===== config.mk =====
export PLATFORM = sky130hd
export DESIGN_NAME = data_accumulator_avg
export DESIGN_NICKNAME = d
export VERILOG_FILES = /design/src/rtl/data_accum_pkg.sv /design/src/rtl/accum_sat_adder.sv /design/src/rtl/data_accumulator_avg.sv
export SDC_FILE = /design/constraint.sdc
export NUM_CORES = 2
export LEC_CHECK = 0
export ABC_AREA = 0
export CELL_PAD_IN_SITES_DETAIL_PLACEMENT = 1
export CELL_PAD_IN_SITES_GLOBAL_PLACEMENT = 2
export CORE_UTILIZATION = 46
export DETAILED_ROUTE_END_ITERATION = 8
export PLACE_DENSITY_LB_ADDON = 0.1
export SETUP_SLACK_MARGIN = 0.2
export SYNTH_ARGS = -nofsm -noshare
export SYNTH_HDL_FRONTEND = slang
export SYNTH_SLANG_ARGS = --single-unit

===== constraint.sdc =====
create_clock -name clk -period 9.3 [get_ports clk]
set_input_delay 0.93 -clock clk [delete_from_list [all_inputs] [get_ports clk]]
set_output_delay 0.93 -clock clk [all_outputs]
set_load 0.02 [all_outputs]

===== src/rtl/data_accum_pkg.sv =====
// Shared types and helpers for the coherent averaging accumulator: state encoding,
// pointer width and the saturating add used by the write pipeline.
package data_accum_pkg;

  typedef enum logic [2:0] {
    ST_IDLE,
    ST_CAPTURE,
    ST_WAIT_TRIG,
    ST_DRAIN,
    ST_READOUT
  } state_e;

  typedef struct packed {
    logic signed [31:0] sum;
    logic               ovf;
  } sat_res_t;

  function automatic int ptr_width(input int record_len);
    return $clog2(record_len);
  endfunction

  // Adds at 33 bits then clamps to the signed range of an acc_w-bit word (acc_w <= 31).
  function automatic sat_res_t sat_add(input logic signed [31:0] a,
                                       input logic signed [31:0] b,
                                       input int                 acc_w);
    logic signed [32:0] full;
    logic signed [32:0] hi;
    logic signed [32:0] lo;
    sat_res_t           r;
    full  = 33'(a) + 33'(b);
    hi    = (33'sd1 <<< (acc_w - 1)) - 33'sd1;
    lo    = -(33'sd1 <<< (acc_w - 1));
    r.sum = full[31:0];
    r.ovf = 1'b0;
    if (full > hi) begin
      r.sum = hi[31:0];
      r.ovf = 1'b1;
    end else if (full < lo) begin
      r.sum = lo[31:0];
      r.ovf = 1'b1;
    end
    return r;
  endfunction

endpackage


===== src/rtl/accum_sat_adder.sv =====
// Write-pipeline S1 register (index, sign-extended sample, first-pass flag) feeding the S2
// add/clamp; the sum is written to memory on the following edge. No backpressure.
module accum_sat_adder
  import data_accum_pkg::*;
#(
  parameter int DATA_W = 8,
  parameter int ACC_W  = 16,
  parameter int IDX_W  = 7
) (
  input  logic                    clk,
  input  logic                    rst,
  input  logic                    smp_vld,
  input  logic [IDX_W-1:0]        smp_idx,
  input  logic signed [DATA_W-1:0] smp_dat,
  input  logic                    smp_first,
  input  logic signed [ACC_W-1:0] acc_in,
  output logic                    wr_vld,
  output logic [IDX_W-1:0]        wr_idx,
  output logic signed [ACC_W-1:0] wr_dat,
  output logic                    ovf
);

  logic                    vld_q, vld_d;
  logic [IDX_W-1:0]        idx_q, idx_d;
  logic signed [ACC_W-1:0] dat_q, dat_d;
  logic                    first_q, first_d;
  sat_res_t                res;
  logic                    unused_sum_hi;

  always_comb begin
    vld_d   = smp_vld;
    idx_d   = smp_idx;
    dat_d   = ACC_W'(smp_dat);
    first_d = smp_first;
  end

  always_ff @(posedge clk or negedge rst) begin
    if (!rst) begin
      vld_q   <= 1'b0;
      idx_q   <= '0;
      dat_q   <= '0;
      first_q <= 1'b0;
    end else begin
      vld_q   <= vld_d;
      idx_q   <= idx_d;
      dat_q   <= dat_d;
      first_q <= first_d;
    end
  end

  // The first pass overwrites whatever an earlier record left behind.
  always_comb begin
    res           = sat_add(32'(acc_in), 32'(dat_q), ACC_W);
    unused_sum_hi = ^res.sum[31:ACC_W];
    wr_vld        = vld_q;
    wr_idx        = idx_q;
    wr_dat        = first_q ? dat_q : res.sum[ACC_W-1:0];
    ovf           = vld_q & ~first_q & res.ovf;
  end

endmodule


===== src/rtl/data_accumulator_avg.sv =====
// Captures RECORD_LEN samples per strobe, sums numAverages passes with saturation, then streams
// the record out; first word 3 cycles after the last sample, each further word 2 cycles after dataRead.
module data_accumulator_avg
  import data_accum_pkg::*;
#(
  parameter int DATA_W     = 8,
  parameter int ACC_W      = 16,
  parameter int RECORD_LEN = 128,
  parameter int AVG_W      = 8
) (
  input  logic              clk,
  input  logic              rst,
  input  logic [DATA_W-1:0] inputData,
  input  logic              dataCaptureStrobe,
  input  logic [AVG_W-1:0]  numAverages,
  input  logic              abortCapture,
  input  logic              dataRead,
  output logic              dataReadyToRead,
  output logic              dataEmpty,
  output logic [ACC_W-1:0]  dataOut,
  output logic              captureBusy,
  output logic              overflowFlag
);

  localparam int               PTR_W    = ptr_width(RECORD_LEN);
  localparam logic [PTR_W-1:0] PTR_LAST = PTR_W'(RECORD_LEN - 1);

  state_e             state_q, state_d;
  logic [AVG_W-1:0]   pass_q, pass_d;
  logic [AVG_W-1:0]   navg_q, navg_d;
  logic [PTR_W-1:0]   wr_ptr_q, wr_ptr_d;
  logic [PTR_W-1:0]   rd_ptr_q, rd_ptr_d;
  logic               ovf_q, ovf_d;
  logic               ready_q, ready_d;
  logic               empty_q, empty_d;
  logic [ACC_W-1:0]   dout_q, dout_d;
  logic               fill1_q, fill1_d;
  logic               fill2_q, fill2_d;

  logic                    smp_vld;
  logic                    smp_first;
  logic                    wr_vld;
  logic [PTR_W-1:0]        wr_idx;
  logic signed [ACC_W-1:0] wr_dat;
  logic                    add_ovf;
  logic [PTR_W-1:0]        rd_addr;
  logic signed [ACC_W-1:0] mem [RECORD_LEN];
  logic signed [ACC_W-1:0] mem_rd_q;

  always_comb begin
    state_d   = state_q;
    pass_d    = pass_q;
    navg_d    = navg_q;
    wr_ptr_d  = wr_ptr_q;
    rd_ptr_d  = rd_ptr_q;
    ovf_d     = ovf_q | add_ovf;
    ready_d   = ready_q;
    empty_d   = empty_q;
    dout_d    = dout_q;
    fill1_d   = 1'b0;
    fill2_d   = fill1_q;
    smp_vld   = 1'b0;
    smp_first = (pass_q == '0);
    if (abortCapture) begin
      state_d  = ST_IDLE;
      pass_d   = '0;
      wr_ptr_d = '0;
      rd_ptr_d = '0;
      ovf_d    = 1'b0;
      ready_d  = 1'b0;
      empty_d  = 1'b1;
      fill2_d  = 1'b0;
    end else begin
      unique case (state_q)
        ST_IDLE: if (dataCaptureStrobe) begin
          state_d   = ST_CAPTURE;
          pass_d    = '0;
          navg_d    = (numAverages == '0) ? AVG_W'(1) : numAverages;
          ovf_d     = 1'b0;
          empty_d   = 1'b0;
          smp_vld   = 1'b1;
          smp_first = 1'b1;
          wr_ptr_d  = wr_ptr_q + 1'b1;
        end
        ST_WAIT_TRIG: if (dataCaptureStrobe) begin
          state_d  = ST_CAPTURE;
          smp_vld  = 1'b1;
          wr_ptr_d = wr_ptr_q + 1'b1;
        end
        ST_CAPTURE: begin
          smp_vld  = 1'b1;
          wr_ptr_d = wr_ptr_q + 1'b1;
          if (wr_ptr_q == PTR_LAST) begin
            if (pass_q == navg_q - AVG_W'(1)) begin
              state_d = ST_DRAIN;
            end else begin
              state_d = ST_WAIT_TRIG;
              pass_d  = pass_q + 1'b1;
            end
          end
        end
        // The read port already points at rd_ptr here, so word 0 is fetched on the way out.
        ST_DRAIN: if (!wr_vld) begin
          state_d = ST_READOUT;
          fill2_d = 1'b1;
        end
        ST_READOUT: if (dataRead && ready_q) begin
          ready_d = 1'b0;
          if (rd_ptr_q == PTR_LAST) begin
            state_d  = ST_IDLE;
            empty_d  = 1'b1;
            rd_ptr_d = '0;
          end else begin
            rd_ptr_d = rd_ptr_q + 1'b1;
            fill1_d  = 1'b1;
          end
        end
        default: state_d = ST_IDLE;
      endcase
      if (fill2_q) begin
        dout_d  = mem_rd_q;
        ready_d = 1'b1;
      end
    end
  end

  always_ff @(posedge clk or negedge rst) begin
    if (!rst) begin
      state_q  <= ST_IDLE;
      pass_q   <= '0;
      navg_q   <= AVG_W'(1);
      wr_ptr_q <= '0;
      rd_ptr_q <= '0;
      ovf_q    <= 1'b0;
      ready_q  <= 1'b0;
      empty_q  <= 1'b1;
      dout_q   <= '0;
      fill1_q  <= 1'b0;
      fill2_q  <= 1'b0;
    end else begin
      state_q  <= state_d;
      pass_q   <= pass_d;
      navg_q   <= navg_d;
      wr_ptr_q <= wr_ptr_d;
      rd_ptr_q <= rd_ptr_d;
      ovf_q    <= ovf_d;
      ready_q  <= ready_d;
      empty_q  <= empty_d;
      dout_q   <= dout_d;
      fill1_q  <= fill1_d;
      fill2_q  <= fill2_d;
    end
  end

  accum_sat_adder #(
    .DATA_W (DATA_W),
    .ACC_W  (ACC_W),
    .IDX_W  (PTR_W)
  ) u_adder (
    .clk       (clk),
    .rst       (rst),
    .smp_vld   (smp_vld),
    .smp_idx   (wr_ptr_q),
    .smp_dat   (inputData),
    .smp_first (smp_first),
    .acc_in    (mem_rd_q),
    .wr_vld    (wr_vld),
    .wr_idx    (wr_idx),
    .wr_dat    (wr_dat),
    .ovf       (add_ovf)
  );

  // Accumulation and readout never overlap in time, so one read port serves both.
  assign rd_addr = (state_q == ST_DRAIN || state_q == ST_READOUT) ? rd_ptr_q : wr_ptr_q;

  always_ff @(posedge clk) begin
    if (wr_vld) mem[wr_idx] <= wr_dat;
    mem_rd_q <= mem[rd_addr];
  end

  assign dataReadyToRead = ready_q;
  assign dataEmpty       = empty_q;
  assign dataOut         = dout_q;
  assign captureBusy     = (state_q == ST_CAPTURE) || (state_q == ST_WAIT_TRIG);
  assign overflowFlag    = ovf_q;

endmodule

**After elaboration in Yosys (flattened, before gate mapping)**

Memories as Yosys holds them, arrays and structs flattened. A register that Yosys moved wholly into a read port is not among the register bits.
Cells that the tools add are included.
W data, S select, Z words.

- Mux-type cells: 52
- Equal/unequal tests: 14
- $add $sub $neg: 5
- Magnitude comparators: 2
- Reductions and logical operators: 22
- Shift operators: 0
- Divide/modulo/power cells: 0
- $mul: 0
- Bitwise gates (word level): 5

Operators by type and width:

| kind | number |
|---|---|
| $mux W7 | 7 |
| $mux W8 | 5 |
| $mux W17 | 2 |
| $mux W1 | 26 |
| $mux W3 | 6 |
| $ne A3 B3 Y1 const B | 6 |
| $add A16 B8 Y17 | 1 |
| $gt A17 B16 Y1 const B | 1 |
| $lt A17 B16 Y1 const B | 1 |
| $logic_not A8 Y1 | 2 |
| $mux W16 | 1 |
| $pmux W8 S2 | 1 |
| $reduce_bool A3 Y1 | 5 |
| $add A7 B1 Y7 const B | 2 |
| $eq A7 B7 Y1 const B | 2 |
| $pmux W7 S2 | 1 |
| $pmux W3 S4 | 1 |
| $add A8 B1 Y8 const B | 1 |
| $eq A8 B8 Y1 | 1 |
| $reduce_and A2 Y1 | 4 |
| $reduce_and A4 Y1 | 2 |
| $sub A8 B1 Y8 const B | 1 |
| $eq A3 B2 Y1 const B | 2 |
| $reduce_and A5 Y1 | 1 |
| 13 further kinds | 18 |

- Memory bits (writable): 2048
- Register bits after elaboration: 71
- Output and inout bits: 20
- Input bits: 21
- Bits in read-only memories: 0
- Bits in latches: 0
- Memories: 1

Memories:

| memory | depth | width | rd ports | clocked after memory_dff | write ports | line | RTL |
|---|---|---|---|---|---|---|---|
| mem | 128 | 16 | 1 | 1 | 1 | data_accumulator_avg.sv:47 | `logic signed [ACC_W-1:0] mem [RECORD_LEN];` |

**Depth between registers and ports, before layout**

- Word-level depth: 9
- Depth in mapped cells: 16
- Mapped depth without buffers: 12

**Hierarchy**

From an unflattened synthesis, not the netlist that was laid out.

- Cell total of the unflattened synthesis: 5737
- Area, all modules: 84333.4 µm²

Modules (own cells, without submodules):

| module | times used | area each (µm²) | sequential area each (µm²) | cells each |
|---|---|---|---|---|
| data_accumulator_avg | 1 | 82839.4 | 63173.1 | 5561 |
| accum_sat_adder | 1 | 1493.9 | 425.4 | 176 |

**Worst setup path after synthesis**

No wires, ideal clock.

- Kind: register to register
- From: register u_adder.dat_q[0]
- To: memory mem[0][1] (data pin)
- Period minus slack after synthesis: 8497 ps
- Data arrival time: 7300 ps
- Library setup time: 1197 ps
- Stages on the path, launching flop included: 13
- Required time: 8103 ps
- Path slack: 803 ps
- Path through: dfrtp_1 > ha_1 > inv_1 > fa_1 > nor2b_1 > o21ai_0 > a21boi_0 > nor3_1 > o21bai_1 > a211oi_1 > a21o_1 > maj3_1 > o21ai_0

- Word-level cells in the longest chain between the ends: 5
- Elaborated cells between the ends (all ways): 6

RTL lines:

| element | line | RTL |
|---|---|---|
| start: declaration | accum_sat_adder.sv:25 | `logic signed [ACC_W-1:0] dat_q, dat_d;` |
| start signal: assignment | accum_sat_adder.sv:46 | `dat_q <= dat_d;` |
| $add A16 B8 Y17 (*) | data_accum_pkg.sv:30 | `full = 33'(a) + 33'(b);` |
| $lt A17 B16 Y1 | data_accum_pkg.sv:38 | `end else if (full < lo) begin` |
| $mux W17 | data_accum_pkg.sv:38 |  |
| $mux W17 (*) | data_accum_pkg.sv:35 | `if (full > hi) begin` |
| $mux W16 (*) | accum_sat_adder.sv:57 | `wr_dat = first_q ? dat_q : res.sum[ACC_W-1:0];` |
| named net u_adder.wr_dat[1] | accum_sat_adder.sv:19 | `output logic signed [ACC_W-1:0] wr_dat,` |
| end: declaration | data_accumulator_avg.sv:47 |  |

The timed path passes the listed nets; every way through them passes the cells marked *.

**Final worst setup path**

- From: register state_q[2]
- To: register mem_rd_q[1], read port of mem

- Word-level cells in the longest chain between the ends: 3
- Elaborated cells between the ends (all ways): 4

RTL lines:

| element | line | RTL |
|---|---|---|
| start: declaration | data_accumulator_avg.sv:28 | `state_e state_q, state_d;` |
| start signal: assignment | data_accumulator_avg.sv:141 | `state_q <= state_d;` |
| $eq A3 B2 Y1 or $eq A3 B3 Y1 (tied branches) | data_accumulator_avg.sv:174 | `assign rd_addr = (state_q == ST_DRAIN \|\| state_q == ST_READOUT) ? rd_ptr_q : wr_ptr_q;` |
| $logic_or A1 B1 Y1 (*) | data_accumulator_avg.sv:174 |  |
| $mux W7 (*) | data_accumulator_avg.sv:174 |  |
| end: declaration | data_accumulator_avg.sv:48 | `logic signed [ACC_W-1:0] mem_rd_q;` |

Mark *: on every way between the ends. The rest lies on a longest branch, timed or not.
A chain may end at the register's enable or synchronous reset.

==> metrics.md <==
| Metric | Value |
|---|---|
| Outcome | finished clean |
| Clock sinks | 2135 |
| Placer Congestion | 0.869 |
| Worst EP required | around 10000 ps |
| Post-Syn Nets | between 6000 and 7000 |
| Count of final hold-check violations | 0 |
| Die footprint | 188000 um^2 |
| Crit path from | state_q[2] |
| Critical path peak fanout | 65 |
| Reg2Reg Setup Slack | between 3000 and 4000 ps |
| Final Power | 31.1 mW |
| RSZ-0062 raised after global routing | no |
| M1 wire length | 125000 um |
| Cells after Synth | 6172 |
| DRT Pass-1 Iters | 5 |
| H-tree depth | 4 |
| Crit-path cells | and3b_1 > nor2_2 > mux2_8 > buf_4 > buf_4 > a311oi_1 > a31oi_1 > a21oi_1 > a22oi_1 > nand3_1 |
| Number of flops mapped to enable cells by yosys | 2048 |
| Worst reg2reg endpoint | mem_rd_q[1] |
| Tmin final | slightly above 6000 ps |
| Setup repair bufs after CTS | 0 |
| Initial Util | 0.465 |
| Per-cell routed wire length | 32.8 um |
| DP Area | 89700 um^2 |
| DIE WIDTH | approximately 430 um |
| DRC | 0 |
| Max IR drop VDD | roughly 0.35 mV |
| Total of fill cells in the finished design | 17900 |
| Critical path class | reg2reg |
| Crit-path most repeated cell | buf_4 |
| Worst Max-Slew Pin Slew | 1450 ps |
| Setup WS pre-CTS | 3230 ps |
| CTS Buffer Depth | 3 |
| Initial antenna violation count | 13 |
| Final period util | 0.654 |
| Largest net degree at the start of global routing | roughly 130 |
| Fin area | 96600 um^2 |
| Max Used Layer | met5 |
| Vias | between 50000 and 60000 |
| Hold-fix buffers, CTS | 0 |
| Final setup TNS | 0 ps |
| Num ports | 41 |
| Hold Path Class | in2async |
| CTS Root Buffer Type | clkbuf_16 |
| Final worst clock skew | just under 50 ps |
| Sequential area share after synthesis | 0.743 |
| Most used DFF post-synth | edfxtp_1 |
| Cts repair resizes | 0 |
| Largest cells by area after synthesis | edfxtp_1 (72%), nand2_1 (6.0%), nand3_1 (4.0%) |
| Post-synthesis instance area | 85600 um^2 |
| Dpl cells | 8518 |
| Syn Area/Cell | between 10 and 15 um^2 |
| Lkg Pwr | 32.9 nW |
| Vias/cell | between 6 and 7 |
| Crit start category | flop |
| Pwr/cell area | between 300 and 400 nW/um^2 |
| Cell row count | 157 |
| Ys Warns | 0 |
| R2r worst-path depth | 10 |
| CTS tree | done |
| Setup crit end kind | flop |
| First-pass GRT wire length | 416000 um |
| Worst setup path end | mem_rd_q[1] |
| Yosys top cell area share | 0.719 |
| Vias in the first global route | approximately 55000 |
| Distinct cell type count after synthesis | 72 |
| Synth Register Bits | around 2100 |
| Antenna-violating nets left | 0 |
| Share of cells above drive strength 1 | 0.108 |
| DRT iter0 DRCs | 6568 |
| All-layer global routing usage | 0.311 |
| Crit path largest cell delay | around 900 ps |
| Layout area overhead | 12.9% |
| Number of port buffers | 40 |
| WL final | 293000 um |
| Die H | 433 um |
| CORE AREA | ~180000 um^2 |
| Metal3 WL | 24100 um |
| Worst R2R Start | state_q[2] |
| Congestion Overflow GR | 0 |
| Max Slew Vio Count | 0 |
| Layout Nets | 6321 |
| Worst-path clk slew | 60 ps |
| Worst-Skew Late Latency | 880 ps |
| Post-synth ARST share | 0.0333 |
| Yosys top cell by area | edfxtp_1 |
| Setup ws final | roughly 3200 ps |
| F_max | 164 MHz |
| Post-Layout Cell Count | 8930 |
| Hpwl dp | 173000 um |
| Hold Slack | 231 ps |
| Number of max-cap violations | 0 |
| Relative slew slack | 0.0326 |
| Arrival time at the worst endpoint | 6690 ps |
| CTS Buf Count | 221 |
| Setup Viol. Count Final | 0 |
| Crit-path slowest cell | a22oi_1 |
| Core Util, Final | 0.525 |
| Met2 routed WL | 135000 um |
==> state kept, by name, indices dropped and copies added (netlist names), 8 cells and up <==
signal and flops:
dataOut 16, navg_q 8, mem_rd_q 16, pass_q 8, u_adder.dat_q 8, mem 2048
==> cells in the mapped netlist, types with 33 or more instances <==
master / instances
nor2_1: 192
buf_4: 33
nor3_1: 34
buf_2: 148
a211oi_1: 270
mux4_2: 46
nand3_1: 678
mux2i_1: 82
clkbuf_1: 197
edfxtp_1: 2048
dfrtp_1: 69
a31oi_1: 176
a311oi_1: 101
o21ai_0: 46
a21oi_1: 80
nand2_1: 1365
nand4_1: 52
and3_1: 216
==> worst min path at each step <==
| stage | startpoint | end | depth (start not counted) |
|---|---|---|---|
| finish | rst | wr_ptr_q[1] | 1 |
| global route | rst | wr_ptr_q[4] | 1 |
| CTS | rst | dataOut[10] | 1 |
| detailed placement | fill1_q | fill2_q | 2 |
| global placement | fill1_q | fill2_q | 2 |
| floorplan | wr_ptr_q[4] | u_adder.wr_idx[4] | 0 |
==> final cells by class <==
cell class	instances	area (um^2)	share of cell area
sequential	2135	63600	0.658
inverter	17	63.8	0.000661
timing repair buffer	296	2550	0.0264
clock inverter	126	1030	0.0106
multi-input combinational	3607	20400	0.211
clock buffer	281	5870	0.0607
antenna	4	10.0	0.000104
tap	2464	3080	0.0319
==> report_power, final <==
part           internal (mW)  switching [mW]
logic                   2.47            7.70
clock network           4.83            3.75
registers               12.2           0.207
total                   19.4            11.7
==> layout by cell type, fill, tap and decap left out, types with 101 or more instances in the layout <==
master     synthesis  routed
edfxtp_1        2048    2048
nand2_1         1365    1365
nand3_1          678     677
a211oi_1         270     269
buf_4             33     237
clkbuf_16          0     223
and3_1           216     216
nor2_1           192     178
a31oi_1          176     175
a311oi_1         101     101
==> cells by family (layout without fill, tap and decap cells) <==
kind of cell    after synthesis  after routing  synth area share
buf+inv                     430            720            0.0235
mux                         157            157            0.0257
compound gates              801            801            0.0663
simple gates               2586           2586             0.134
flops                      2135           2135             0.743
other cells                   0              4                 0
fa+ha+maj                    23             23           0.00342
xor+xnor                     40             40           0.00409
==> worst max-delay path, delay by kind of cell (launching register included) <==
family / cells / cell delay (ps)
muxes: 1 / 690
AOI/OAI and AO/OA: 4 / 1590
buffers and inverters: 2 / 1280
and+or+nand+nor: 3 / 1580
DFF: 1 / 520
==> layer usage <==
metal  track usage  vias up
met4        0.0913        6
met1         0.448    29500
li1              -    23600
met3        0.0552      425
met5             0        -
met2         0.484     2337
No activity file was read; power rests on OpenSTA's default activity.
